**config.mk**
```make
export PLATFORM = sky130hd
export DESIGN_NAME = cnl_job_sequencer
export DESIGN_NICKNAME = d
export VERILOG_FILES = /design/src/rtl/cnl_job_seq_pkg.sv /design/src/rtl/cnl_watchdog_timer.sv /design/src/rtl/cnl_job_sequencer.sv
export SDC_FILE = /design/constraint.sdc
export NUM_CORES = 1
export LEC_CHECK = 0
export CAP_MARGIN = 15
export CORE_MARGIN = 2
export CORE_UTILIZATION = 33
export DETAILED_ROUTE_END_ITERATION = 6
export PLACE_DENSITY = 0.67
export SLEW_MARGIN = 20
export SYNTH_ARGS = -nofsm -noshare
export SYNTH_HDL_FRONTEND = slang
export SYNTH_HIERARCHICAL = 1
export SYNTH_SLANG_ARGS = --single-unit
```
**constraint.sdc**
```tcl
create_clock -name clk_if -period 8 [get_ports clk_if]
set_input_delay 1.2 -clock clk_if [delete_from_list [all_inputs] [get_ports clk_if]]
set_output_delay 1.2 -clock clk_if [all_outputs]
set_load 0.005 [all_outputs]
```
**src/rtl/cnl_job_seq_pkg.sv**
```systemverilog
// Shared types and default sizing for the quad job sequencer.
// No logic; constants and the FSM state encoding only.
// Not applicable (no datapath).
package cnl_job_seq_pkg;

    localparam int unsigned C_PARAM_W_DEF        = 128;
    localparam int unsigned C_RESULT_W_DEF       = 16;
    localparam int unsigned C_CNT_W_DEF          = 32;
    localparam int unsigned C_TIMEOUT_CYCLES_DEF = 1000000;

    // Job-protocol phases as seen from the host side of the quad.
    typedef enum logic [2:0] {
        IDLE       = 3'd0,
        START      = 3'd1,
        WAIT_FETCH = 3'd2,
        FETCHING   = 3'd3,
        RUN        = 3'd4,
        ERROR      = 3'd5
    } state_t;

endpackage

```
**src/rtl/cnl_watchdog_timer.sv**
```systemverilog
// Reloadable down-counter; expired rises after C_TIMEOUT_CYCLES enabled cycles without reload.
// Latency: expired is decoded from the counter register, valid the cycle the count reaches zero.
// No backpressure; disabling the timer holds it at its reload value.
module cnl_watchdog_timer
    import cnl_job_seq_pkg::*;
#(
    parameter int unsigned C_TIMEOUT_CYCLES = C_TIMEOUT_CYCLES_DEF
) (
    input  logic clk_if,
    input  logic rst_n,
    input  logic enable,
    input  logic reload,
    output logic expired
);

    // Counter holds "cycles remaining minus one", so a reload value of N-1 expires on cycle N.
    localparam int unsigned CW = (C_TIMEOUT_CYCLES > 1) ? $clog2(C_TIMEOUT_CYCLES) : 1;
    localparam logic [CW-1:0] RELOAD_VAL = CW'(C_TIMEOUT_CYCLES - 1);

    logic [CW-1:0] cnt_q;
    logic [CW-1:0] cnt_d;

    // Next count: park at reload value when idle or kicked, otherwise count down to zero.
    always_comb begin
        cnt_d = cnt_q;
        if (!enable || reload) begin
            cnt_d = RELOAD_VAL;
        end else if (cnt_q != '0) begin
            cnt_d = cnt_q - CW'(1);
        end
    end

    // Counter register.
    always_ff @(posedge clk_if or negedge rst_n) begin
        if (!rst_n) begin
            cnt_q <= RELOAD_VAL;
        end else begin
            cnt_q <= cnt_d;
        end
    end

    assign expired = enable && (cnt_q == '0);

endmodule

```
**src/rtl/cnl_job_sequencer.sv**
```systemverilog
// Host-side initiator for one quad: descriptor -> start/fetch/complete handshakes, results forwarded downstream.
// Latency: job_start one cycle after descriptor accept; fetch/complete acks and result passthrough are same-cycle.
// Backpressure: desc_ready low while busy; result_accept mirrors res_ready during FETCHING/RUN, else 0.
module cnl_job_sequencer
    import cnl_job_seq_pkg::*;
#(
    parameter int unsigned C_PARAM_W        = C_PARAM_W_DEF,
    parameter int unsigned C_RESULT_W       = C_RESULT_W_DEF,
    parameter int unsigned C_CNT_W          = C_CNT_W_DEF,
    parameter int unsigned C_TIMEOUT_CYCLES = C_TIMEOUT_CYCLES_DEF
) (
    input  logic                  clk_if,
    input  logic                  rst_n,
    input  logic                  desc_valid,
    output logic                  desc_ready,
    input  logic [C_PARAM_W-1:0]  desc_params,
    input  logic [C_CNT_W-1:0]    desc_num_results,
    output logic                  job_start,
    input  logic                  job_accept,
    output logic [C_PARAM_W-1:0]  job_parameters,
    input  logic                  job_fetch_request,
    output logic                  job_fetch_ack,
    input  logic                  job_fetch_complete,
    input  logic                  job_complete,
    output logic                  job_complete_ack,
    input  logic                  fetch_ready,
    output logic                  fetch_start,
    input  logic                  result_valid,
    output logic                  result_accept,
    input  logic [C_RESULT_W-1:0] result_data,
    output logic                  res_valid,
    input  logic                  res_ready,
    output logic [C_RESULT_W-1:0] res_data,
    output logic                  res_last,
    input  logic                  clr_err,
    output logic                  busy,
    output logic                  job_done,
    output logic                  err_timeout,
    output logic                  err_count,
    output logic [C_CNT_W-1:0]    result_cnt
);

    state_t               state_q, state_d;
    logic [C_PARAM_W-1:0] params_q, params_d;
    logic [C_CNT_W-1:0]   exp_q, exp_d;
    logic [C_CNT_W-1:0]   cnt_q, cnt_d;
    logic                 job_start_q, job_start_d;
    logic                 err_timeout_q, err_timeout_d;
    logic                 err_count_q, err_count_d;

    logic                 fwd;
    logic                 xfer;
    logic                 desc_xfer;
    logic                 fetch_go;
    logic                 complete_go;
    logic [C_CNT_W-1:0]   cnt_inc;
    logic                 wd_enable;
    logic                 wd_reload;
    logic                 wd_expired;

    // Results only flow while the quad owns its data (FETCHING or RUN).
    assign fwd         = (state_q == FETCHING) || (state_q == RUN);
    assign xfer        = fwd && result_valid && res_ready;
    assign desc_xfer   = (state_q == IDLE) && desc_valid;
    assign fetch_go    = (state_q == WAIT_FETCH) && job_fetch_request && fetch_ready;
    assign complete_go = (state_q == RUN) && job_complete;
    assign cnt_inc     = (&cnt_q) ? cnt_q : (cnt_q + C_CNT_W'(1));

    // Protocol progress; a stalled phase falls into ERROR only if nothing else moved this cycle.
    always_comb begin
        state_d = state_q;
        case (state_q)
            IDLE:       if (desc_valid)         state_d = START;
            START:      if (job_accept)         state_d = WAIT_FETCH;
            WAIT_FETCH: if (fetch_go)           state_d = FETCHING;
            FETCHING:   if (job_fetch_complete) state_d = RUN;
            RUN:        if (job_complete)       state_d = IDLE;
            ERROR:      if (clr_err)            state_d = IDLE;
            default:                            state_d = IDLE;
        endcase
        if (wd_expired && (state_d == state_q) && !xfer) begin
            state_d = ERROR;
        end
    end

    // Descriptor latch, beat counter and sticky error flags.
    always_comb begin
        params_d      = params_q;
        exp_d         = exp_q;
        cnt_d         = cnt_q;
        err_timeout_d = err_timeout_q;
        err_count_d   = err_count_q;
        job_start_d   = (state_d == START);
        if (desc_xfer) begin
            params_d = desc_params;
            exp_d    = desc_num_results;
            cnt_d    = '0;
        end else if (xfer) begin
            cnt_d = cnt_inc;
        end
        if (clr_err) begin
            err_timeout_d = 1'b0;
            err_count_d   = 1'b0;
        end
        // cnt_d already includes a beat landing on the completion cycle.
        if (complete_go && (exp_q != '0) && (cnt_d != exp_q)) begin
            err_count_d = 1'b1;
        end
        if ((state_d == ERROR) && (state_q != ERROR)) begin
            err_timeout_d = 1'b1;
        end
    end

    // State and datapath registers.
    always_ff @(posedge clk_if or negedge rst_n) begin
        if (!rst_n) begin
            state_q       <= IDLE;
            params_q      <= '0;
            exp_q         <= '0;
            cnt_q         <= '0;
            job_start_q   <= 1'b0;
            err_timeout_q <= 1'b0;
            err_count_q   <= 1'b0;
        end else begin
            state_q       <= state_d;
            params_q      <= params_d;
            exp_q         <= exp_d;
            cnt_q         <= cnt_d;
            job_start_q   <= job_start_d;
            err_timeout_q <= err_timeout_d;
            err_count_q   <= err_count_d;
        end
    end

    // Watchdog runs in every waiting phase; any phase change or result beat counts as progress.
    assign wd_enable = (state_q != IDLE) && (state_q != ERROR);
    assign wd_reload = (state_d != state_q) || xfer;

    cnl_watchdog_timer #(
        .C_TIMEOUT_CYCLES (C_TIMEOUT_CYCLES)
    ) u_watchdog (
        .clk_if  (clk_if),
        .rst_n   (rst_n),
        .enable  (wd_enable),
        .reload  (wd_reload),
        .expired (wd_expired)
    );

    assign desc_ready       = (state_q == IDLE);
    assign busy             = (state_q != IDLE);
    assign job_start        = job_start_q;
    assign job_parameters   = params_q;
    assign job_fetch_ack    = fetch_go;
    assign fetch_start      = fetch_go;
    assign job_complete_ack = complete_go;
    assign job_done         = complete_go;
    assign res_valid        = fwd && result_valid;
    assign res_data         = fwd ? result_data : '0;
    assign result_accept    = fwd && res_ready;
    assign res_last         = res_valid && (exp_q != '0) && (cnt_q == exp_q - C_CNT_W'(1));
    assign err_timeout      = err_timeout_q;
    assign err_count        = err_count_q;
    assign result_cnt       = cnt_q;

endmodule

```
==> results of run 1 <==
[synthesized netlist by cell type, types with 4 or more instances]
master     count
a2111oi_0      4
buf_2          8
nand4_1       26
nor2b_1        5
xnor2_1       44
buf_6          4
and2_1        31
o22ai_1        5
xor2_1        35
and3_1        12
o21ai_0       25
nor3_1        23
nand2_1      509
nor3b_1        7
or4_1         16
nand3b_1       6
ha_1           4
dfstp_2       12
mux2i_1       14
and4_1        12
a31oi_1        8
clkbuf_1      65
nand2b_1      10
o21ai_1        5
dfrtp_1      206
o31ai_1       13
nand3_1       30
inv_1         19
or3_1         14
nor2_1        53
a211o_1        4
a211oi_1       9
nor4_1        16
or2_2          5
a21oi_1       25
o211ai_1       4
[through the flow]
stage	hold slack (ps)	instances	utilization, %	instance area, µm²	setup slack, ps
floorplan	470	1352	-	11400	3740
global placement	457	2104	45.0	15500	2600
detailed placement	461	2104	45.0	15500	2600
CTS	475	2154	47.7	16400	2320
global route	495	2154	47.7	16400	2150
finish	470	2155	47.8	16400	2340
[kinds of logic after synthesis]
family,share of synthesized area (%)
AO/OA/AOI/OAI,7.92
XOR/XNOR,6.04
adder cells (fa/ha/maj),0.437
buffers and inverters,3.96
flip-flops,47.8
multiplexers,1.42
AND/OR/NAND/NOR,32.4
[worst paths after layout]
check / slack, ps / endpoint / from / cells past startpoint
setup / recovery: 2340 / res_last / exp_q[9]$_DFFE_PN0P_ / 10
hold / removal: 470 / job_parameters[10]$_DFFE_PN0P_ / job_parameters[10]$_DFFE_PN0P_ / 2
setup reg to reg: 4060 / err_count$_DFFE_PN0P_ / state_q[2]$_DFF_PN0_ / 9
hold reg to reg: 470 / job_parameters[10]$_DFFE_PN0P_ / job_parameters[10]$_DFFE_PN0P_ / 2
max in group asynchronous: 5930 / job_parameters[11]$_DFFE_PN0P_ / rst_n / 2
min in group asynchronous: 660 / result_cnt[19]$_DFF_PN0_ / rst_n / 1
[power groups by stage]
stage / sequential, mW / combinational, mW / clock, mW
2_1_floorplan: 1.79 / 1.12 / 0
3_3_place_gp: 1.87 / 2.15 / 0
3_5_place_dp: 1.88 / 2.18 / 0
4_1_cts: 1.87 / 2.19 / 1.33
5_1_grt: 1.94 / 2.39 / 1.38
6_report: 1.87 / 2.16 / 1.29
[critical path, stage by stage (launching register included)]
cell and delay [ps]:
dfrtp_1 510, or4_4 590, or3_1 400, nor4_2 650
xnor2_1 190, and3_1 170, o21ai_1 70, a211o_1 300
a211o_1 260, a2111oi_4 210, clkdlybuf4s50_1 560
[layer usage]
metal	routed length, µm	global-route usage [%]
met1	15400	25.4
met2	17500	33.6
met3	3360	6.11
met4	1330	7.25
met5	0	0
[cell type report]
class / count / area (µm²)
antenna: 1 / 2.50
clock buffer: 36 / 739
sequential: 218 / 5470
multi-input combinational: 1030 / 5540
inverter: 19 / 71.3
tap: 455 / 569
timing repair buffer: 382 / 3820
fill: 3293 / 18000
clock inverter: 14 / 203
[placed cells by master (no fill, tap or decap), types with 7 or more instances in the layout]
cell,synthesis,layout
nand4_1,26,26
mux2i_1,14,14
a31oi_1,8,8
dfstp_2,12,12
xnor2_1,44,44
and3_1,12,12
nor2_1,53,53
or4_1,16,16
or3_1,14,14
clkbuf_16,0,27
buf_4,3,7
nor3b_1,7,7
nand3_1,30,30
a211oi_1,9,9
nand2_1,509,509
dfrtp_1,206,206
clkdlybuf4s50_1,0,373
o21ai_0,25,24
and4_1,12,12
xor2_1,35,35
inv_1,19,19
nor4_1,16,16
a21oi_1,25,25
o31ai_1,13,13
nand2b_1,10,10
nor3_1,23,23
and2_1,31,31
[state kept, by name (all words and copies together), names as in the netlist]
name / cells
err_count: 1
err_timeout: 1
exp_q: 32
job_parameters: 128
job_start: 1
result_cnt: 32
state_q: 3
u_watchdog/cnt_q: 20
==> summary.txt, run 1 <==
Run status
  • Outcome: finished clean

Global route
  • Overflow after GRT: 0
  • Pin count of the biggest net entering global routing: 200
  • Global Route Usage Sum: 20.4%
  • Number of antenna violations at the first check in global routing: 1
  • Vias in the first global route: about 11000
  • Global-route wire length before repair: between 50 and 60 mm

Yosys
  • Synth top area cells: dfrtp_1 (45%), nand2_1 (17%), xnor2_1 (3.4%)
  • Seq/Total Area, Yosys: around 48%
  • Distinct cells, synth: between 80 and 90
  • Post-Syn Area per Cell: 8.47 µm²
  • Syn Nets: between 1500 and 2000
  • Syn Inst Count: roughly 1400
  • Area of the mapped netlist: roughly 11000 µm²
  • Top cell type's share of synthesized area: 45.0%
  • Async SR Flop Fraction: 100%
  • Post-synth top flop: dfrtp_1
  • YS warnings: 6
  • #FFs+latches synth: approximately 220
  • Area leader, netlist: dfrtp_1
  • Post-synth EDFFs: 0

Route
  • DR vias/cell: 5.02
  • Avg WL per Cell: 17.4 µm
  • Number of antenna-violating nets in the routed design: 0
  • Initial DRC count: 641
  • Residual DRC count: 0
  • DR vias: ~11000
  • Final wirelength: 37.5 mm
  • Drt pass-1 iters: 5

Placement
  • Port Buf Inserts: 374
  • Gpl congestion: 0.889
  • Post-detail-place hpwl: 26.9 mm

Finish
  • Layout Nets: 1869
  • P&R area growth vs syn: 43.4%
  • Layout cell share with drive strength beyond 1: ~5.4%

Setup path
  • Setup crit end kind: primary output
  • Worst setup SP type: register
  • Worst-path maximum fanout: 11
  • Crit path DAT: 4460 ps
  • WP data required: 6800 ps
  • Worst Path Class, Setup: register to primary output

Pwr
  • Power share of the combinational group: between 40 and 50%
  • Leak Pwr: slightly above 7 nW
  • Switching pwr: 1.91 mW
  • P_int: between 3 and 4 mW
  • Peak supply drop: ~0.00021 V
  • Pwr Density: 324 nW/µm²
  • Clk pwr share: 24.3%
  • Sequential power share: between 30% and 40%
  • Sw Ratio: between 30% and 40%
  • Total power: 5.32 mW

Die
  • Core area: 34400 µm²
  • Die ar.: 36200 µm²
  • Initial core utilization: ~33%
  • # rows: 68
  • Chip width: 190 µm
  • Die Span Y: between 150 and 200 µm
  • Boundary pin count: 375

Clock tree
  • Inserted Clock Buffers: 27
  • Resize count post-CTS: 0
  • # H-tree levels: 1
  • Clock tree buffer depth: 3
  • Worst-path clk slew: 60 ps
  • Clock root buffer: clkbuf_16
  • CTS tree: built
  • Total clock sinks: around 220
  • Post-CTS setup buffers: 0
  • CTS Hold Buffers Added: 0
  • Worst skew pair latency: 550 ps

STA
  • Fmax: 0.177 GHz
  • Hold Fails Final Rpt: 0
  • Total Neg Setup Slack: 0 ps
  • RSZ-0062 raised after global routing: false
  • Slew Viols, Final: 0
  • Worst-Margin Slew: 1090 ps
  • Period utilization: 70.8%
  • Final Setup Violations: 0
  • Fin crit period: 5660 ps
  • Relative slew slack: 27.1%
  • Final worst clock skew: roughly 17 ps

Hold path
  • Hold/Removal Path Class: register to register

Run
  • Max-cap violations: 0
No activity file was read; power rests on OpenSTA's default activity.
==> run 2: changes to the inputs <==
Clock period 8 ns to 5.3 ns, I/O delays scaled along.
==> summary.txt, run 2 (synthesized netlist as in run 1, its figures left out) <==
Setup path
  • CP Cell Sequence: or4_4 > or3_1 > or3_1 > nor2_4 > buf_4 > a31o_2 > o22ai_1 > a21o_1 > a211o_1 > a2111oi_4 > clkdlybuf4s50_1 (was or4_4 > or3_1 > nor4_2 > xnor2_1 > and3_1 > o21ai_1 > a211o_1 > a211o_1 > a2111oi_4 > clkdlybuf4s50_1)
  • Crit path DAT: 4310 ps (was 4460 ps)
  • Setup crit end kind: primary output (unchanged)
  • WP data required: 4510 ps (was 6800 ps)
  • Worst setup SP type: register (unchanged)
  • CP delay by family, top: simple AND/OR/NAND/NOR gates (unchanged)
  • Max stage delay on crit path: 560 ps (was 650 ps)
  • Worst-path maximum fanout: 11 (unchanged)
  • Worst path most repeated cell: or3_1 (was a211o_1)
  • WP buf/inv: 2 (was 1)
  • Worst Path Class, Setup: register to primary output (unchanged)
  • CP max stage cell: or4_4 (was nor4_2)

Run
  • Max-cap violations: 0 (unchanged)

Finish
  • Layout Nets: 1873 (was 1869)
  • P&R area growth vs syn: 43.8% (was 43.4%)
  • Ant. Diodes: 0 (was 1)
  • Layout cell share with drive strength beyond 1: 5.64% (was 5.36%)
  • Finished Cell Area: 16500 µm² (was 16400 µm²)
  • Most common cell after layout, fill and taps aside: nand2_1 (unchanged)
  • Max reg flops: 128 (unchanged)
  • Fin cells: 2157 (was 2155)
  • Most frequent cells in the layout: nand2_1 (509), clkdlybuf4s50_1 (373), dfrtp_1 (205), nor2_1 (53), xnor2_1 (44) (was nand2_1 (509), clkdlybuf4s50_1 (373), dfrtp_1 (206), nor2_1 (53), xnor2_1 (44))

Die
  • Chip width: 190 µm (unchanged)
  • Initial core utilization: 33.3% (unchanged)
  • Core area: 34400 µm² (unchanged)
  • Boundary pin count: 375 (unchanged)
  • Die Span Y: 190 µm (unchanged)
  • Die ar.: 36200 µm² (unchanged)
  • # rows: 68 (unchanged)

Clock tree
  • Worst skew pair latency: 530 ps (was 550 ps)
  • Clock root buffer: clkbuf_16 (unchanged)
  • Worst-path clk slew: 70 ps (was 60 ps)
  • Inserted Clock Buffers: 26 (was 27)
  • # H-tree levels: 1 (unchanged)
  • CTS tree: built (unchanged)
  • Clock tree buffer depth: 3 (unchanged)
  • Total clock sinks: 218 (unchanged)

Route
  • DR vias/cell: 5.01 (was 5.02)
  • Residual DRC count: 0 (unchanged)
  • Avg WL per Cell: 17.4 µm (about the same)
  • DR vias: 10800 (about the same)
  • Initial DRC count: 662 (was 641)
  • Final wirelength: 37.5 mm (about the same)
  • Number of antenna-violating nets in the routed design: 0 (unchanged)
  • Drt pass-1 iters: 7 (was 5)

Global route
  • Number of antenna violations at the first check in global routing: 0 (was 1)
  • Vias in the first global route: 10800 (was 10700)
  • Global-route wire length before repair: 59.1 mm (was 58.9 mm)
  • Pin count of the biggest net entering global routing: 140 (was 200)
  • Overflow after GRT: 0 (unchanged)
  • Global Route Usage Sum: 20.3% (was 20.4%)

STA
  • Relative slew slack: 28.8% (was 27.1%)
  • Fmax: 0.196 GHz
  • Min Hold Slack: 305 ps (was 470 ps)
  • Total Neg Setup Slack: 0 ps (unchanged)
  • Hold Fails Final Rpt: 0 (unchanged)
  • Fin crit period: 5100 ps
  • Slew Viols, Final: 0 (unchanged)
  • Worst-Margin Slew: 1060 ps (was 1090 ps)
  • RSZ-0062 raised after global routing: false (unchanged)
  • Final Setup Violations: 0 (unchanged)
  • Final worst clock skew: 11.5 ps (was 17.3 ps)
  • Period utilization: 96.3%

Pwr
  • P_int: 5.23 mW (was 3.41 mW)
  • Leak Pwr: 7.23 nW (was 7.19 nW)
  • Peak supply drop: 0.000310 V (was 0.000213 V)
  • Switching pwr: 2.84 mW (was 1.91 mW)
  • Pwr Density: 490 nW/µm² (was 324 nW/µm²)
  • Power share of the combinational group: 40.2% (was 40.5%)
  • Sequential power share: 35.1% (was 35.2%)
  • Clk pwr share: 24.7% (was 24.3%)
  • Total power: 8.07 mW (was 5.32 mW)
  • Sw Ratio: 35.2% (was 35.9%)

Placement
  • Gpl congestion: 0.898 (was 0.889)
  • Post-detail-place hpwl: 27.1 mm (was 26.9 mm)
  • DP Area: 15500 µm² (about the same)
  • Placed cell count: 2106 (was 2104)
  • Port Buf Inserts: 374 (unchanged)

Hold path
  • Hold/Removal Path Class: input port to async pin (was register to register)

Run status
  • Outcome: finished clean (unchanged)
==> run 2: cell count changes in the layout (fill, tap and decap cells not counted), sizes merged <==
cell | previous run | this run
buf | 9 | 14
bufinv | 4 | 5
clkinv | 5 | 2
clkbuf | 36 | 38
diode | 1 | 0
inv | 21 | 19
==> run 2: worst register-to-register path, stage by stage (launching register included) <==
cell and delay [ps]:
dfrtp_1 600, nand4_1 360, nor4_1 960, and2_1 580, nor4_1 150, mux2i_1 310
xor2_1 150, nor4_1 440, nand4_1 150, o32a_1 370
==> run 2: final cells by class <==
type	instances	area, µm²
fillers	3316	17900
clock buffers	38	777
multi-input cells	1030	5540
inverters	19	71.3
well taps	455	569
clock inverters	10	183
repair buffers	387	3860
flip-flops and latches	218	5470
==> run 2: repair_timing <==
action,CTS,global route
hold buffers,0,0
resized for setup,0,1
setup buffers,0,3
setup endpoints to repair,0,1
==> run 2: path summary, 6_finish.rpt <==
check / startpoint / to / slack [ps] / cells after the start
worst max-delay path: exp_q[9]$_DFFE_PN0P_ / res_last / 200 / 11
worst min-delay path: rst_n / result_cnt[12]$_DFF_PN0_ / 310 / 1
worst max register to register: result_cnt[24]$_DFF_PN0_ / err_count$_DFFE_PN0P_ / 1110 / 9
worst min register to register: job_parameters[10]$_DFFE_PN0P_ / job_parameters[10]$_DFFE_PN0P_ / 470 / 2
max in group asynchronous: rst_n / job_parameters[55]$_DFFE_PN0P_ / 3670 / 2
min in group clk_if: job_parameters[10]$_DFFE_PN0P_ / job_parameters[10]$_DFFE_PN0P_ / 470 / 2
==> run 2: per-stage QoR <==
stage / worst slack (ps) / util (%)
3_5_place_dp: 646 / 45.0
5_1_grt: 18.1 / 47.9
6_report: 198 / 47.9
4_1_cts: 70.6 / 47.8
2_1_floorplan: 1450 / -
3_3_place_gp: 635 / 45.0
==> run 2: power by group through the flow <==
stage | clock network (mW) | logic, mW | registers [mW]
4_1_cts | 2.05 | 3.30 | 2.83
3_5_place_dp | 0 | 3.28 | 2.84
3_3_place_gp | 0 | 3.26 | 2.82
6_report | 1.99 | 3.25 | 2.83
2_1_floorplan | 0 | 1.69 | 2.69
5_1_grt | 2.11 | 3.62 | 2.93
==> run 2: metal layers <==
layer	global-route usage, %	vias to the layer above	routed length, µm
met3	5.98	59	3190
met4	5.43	0	903
li1	-	5206	-
met2	33.9	408	17700
met1	25.7	5136	15700
met5	0	-	0
==> run 3: changes to the inputs <==
Settings changed: CTS_CLUSTER_SIZE from default to 16, RECOVER_POWER from default to 50.
==> summary.txt, run 3 (synthesized netlist as in run 1, its figures left out) <==
Setup path
  • Worst setup SP type: register (unchanged)
  • CP delay by family, top: simple AND/OR/NAND/NOR gates (unchanged)
  • WP buf/inv: 2 (unchanged)
  • Max stage delay on crit path: 560 ps (about the same)
  • Crit path DAT: 4310 ps (about the same)
  • Worst Path Class, Setup: register to primary output (unchanged)
  • Reg2Reg Depth: 10 (was 9)
  • CP Cell Sequence: or4_4 > or3_1 > or3_1 > nor2_4 > buf_4 > a31o_2 > o22ai_1 > a21o_1 > a211o_1 > a2111oi_4 > clkdlybuf4s50_1 (unchanged)
  • Setup crit end kind: primary output (unchanged)
  • WP data required: 4510 ps (about the same)
  • Worst-path maximum fanout: 11 (unchanged)
  • Worst path most repeated cell: or3_1 (unchanged)
  • CP max stage cell: or4_4 (unchanged)
  • WP depth: 11 (unchanged)

Route
  • Initial DRC count: 684 (was 662)
  • Avg WL per Cell: 17.4 µm (about the same)
  • Number of antenna-violating nets in the routed design: 0 (unchanged)
  • Final wirelength: 37.5 mm (about the same)
  • DR vias/cell: 5.02 (was 5.01)
  • Residual DRC count: 0 (unchanged)
  • DR vias: 10800 (about the same)
  • Drt pass-1 iters: 6 (was 7)

Run
  • Max-cap violations: 1 (was 0)

Global route
  • Pin count of the biggest net entering global routing: 140 (unchanged)
  • Global Route Usage Sum: 20.3% (about the same)
  • Met1 usage: 25.7% (about the same)
  • Gr busiest metal: met2 (unchanged)
  • Number of antenna violations at the first check in global routing: 0 (unchanged)
  • Overflow after GRT: 0 (unchanged)
  • Vias in the first global route: 10800 (about the same)
  • M3 GR Usage: 5.96% (was 5.98%)
  • M2 GR Usage: 34.0% (was 33.9%)
  • Global-route wire length before repair: 59.1 mm (about the same)

STA
  • Relative slew slack: -101% (was 28.8%)
  • Total Neg Setup Slack: 0 ps (unchanged)
  • Fmax: 0.196 GHz (about the same)
  • Period utilization: 96.3% (about the same)
  • Final Setup Violations: 0 (unchanged)
  • Fin crit period: 5110 ps (was 5100 ps)
  • Hold Fails Final Rpt: 0 (unchanged)
  • Final worst clock skew: 14.0 ps (was 11.5 ps)
  • RSZ-0062 raised after global routing: false (unchanged)
  • Worst-Margin Slew: 3020 ps (was 1060 ps)
  • Slew Viols, Final: 114 (was 0)

Finish
  • Number of fillers in the final layout: 3325 (was 3316)
  • Fin cells: 2157 (unchanged)
  • Most frequent cells in the layout: nand2_1 (509), clkdlybuf4s50_1 (304), dfrtp_1 (205), dlygate4sd3_1 (69), nor2_1 (53) (was nand2_1 (509), clkdlybuf4s50_1 (373), dfrtp_1 (205), nor2_1 (53), xnor2_1 (44))
  • Layout Nets: 1873 (unchanged)
  • Area occupied by multi-input gates: 5520 µm² (was 5540 µm²)
  • Util after Layout: 47.8% (was 47.9%)
  • Storage element area: 5470 µm² (unchanged)
  • Finished Cell Area: 16400 µm² (was 16500 µm²)
  • Ant. Diodes: 0 (unchanged)
  • Layout cell share with drive strength beyond 1: 5.58% (was 5.64%)
  • Most common cell after layout, fill and taps aside: nand2_1 (unchanged)
  • Max reg flops: 128 (unchanged)
  • P&R area growth vs syn: 43.5% (was 43.8%)

Pwr
  • Pwr Density: 483 nW/µm² (was 490 nW/µm²)
  • Total power: 7.93 mW (was 8.07 mW)
  • Leak Pwr: 7.30 nW (was 7.23 nW)
  • Peak supply drop: 0.000307 V (was 0.000310 V)

Clock tree
  • Clock tree buffer depth: 3 (unchanged)
  • Inserted Clock Buffers: 26 (unchanged)
  • CTS tree: built (unchanged)
  • # H-tree levels: 1 (unchanged)
  • Total clock sinks: 218 (unchanged)
  • Worst skew pair latency: 530 ps (about the same)
  • Clock root buffer: clkbuf_16 (unchanged)
  • Worst-path clk slew: 60 ps (was 70 ps)
  • CTS Hold Buffers Added: 0 (unchanged)

Hold path
  • Hold/Removal Path Class: register to register (was input port to async pin)
  • WHS Path Cells: 2

Placement
  • Port Buf Inserts: 374 (unchanged)
  • DP Area: 15500 µm² (unchanged)
  • Post-detail-place hpwl: 27.1 mm (unchanged)
  • Gpl congestion: 0.898 (unchanged)
  • Placed cell count: 2106 (unchanged)

Die
  • # rows: 68 (unchanged)
  • Die Span Y: 190 µm (unchanged)
  • Initial core utilization: 33.3% (unchanged)
  • Boundary pin count: 375 (unchanged)
  • Die ar.: 36200 µm² (unchanged)
  • Chip width: 190 µm (unchanged)
  • Core area: 34400 µm² (unchanged)

Run status
  • Failing checks: max-capacitance violations, max-slew violations
  • Outcome: finished with violations (was finished clean)
[run 3: path summary, 6_finish.rpt]
check / start / to / slack (ps)
worst max-delay path: exp_q[9]$_DFFE_PN0P_ / res_last / 190
worst min-delay path: job_parameters[78]$_DFFE_PN0P_ / job_parameters[78]$_DFFE_PN0P_ / 460
worst max register to register: result_cnt[0]$_DFF_PN0_ / err_count$_DFFE_PN0P_ / 1120
worst min register to register: job_parameters[78]$_DFFE_PN0P_ / job_parameters[78]$_DFFE_PN0P_ / 460
max in group asynchronous: rst_n / job_parameters[55]$_DFFE_PN0P_ / 1480
min in group asynchronous: rst_n / result_cnt[12]$_DFF_PN0_ / 1140
[run 3: metrics by stage]
stage	worst slack [ps]	hold WS, ps
after floorplan	1450	470
after global placement	635	456
after detailed placement	646	461
after CTS	70.6	369
after global routing	17.9	482
final	195	464
[run 3: timing repair]
item,in CTS,in global routing
gates resized for setup,0,1
setup buffers,0,3
setup endpoints to repair,0,1
[run 3: worst register-to-register path, stage by stage (launching register included)]
cell and delay [ps]:
dfrtp_1 520, ha_1 300, nand4_1 160, nor4_1 930
and2_1 590, nor4_1 160, mux2i_1 300, xor2_1 150
nor4_1 440, nand4_1 150, o32a_1 370
[run 3: where the power goes]
part           internal [mW]  total, mW  switching (mW)  leakage (nW)
Clock                   1.22       1.96           0.741         0.458
Sequential              2.28       2.81           0.535          2.75
Combinational           1.60       3.15            1.56          4.10
Total                   5.10       7.93            2.84          7.30
[run 3: layout make-up]
type,instances,share of cell area [%]
inverter,19,0.434
clock buffer,39,4.81
clock inverter,9,0.937
multi-input combinational,1030,33.6
sequential,218,33.3
timing repair buffer,387,23.4
tap,455,3.47
[run 3: metal layers]
| layer | share of wire, % | wire, µm | vias up |
|---|---|---|---|
| li1 | - | - | 5208 |
| met1 | 42 | 15800 | 5158 |
| met2 | 47 | 17700 | 395 |
| met3 | 8.4 | 3160 | 62 |
| met4 | 2.5 | 946 | 0 |
| met5 | 0 | 0 | - |
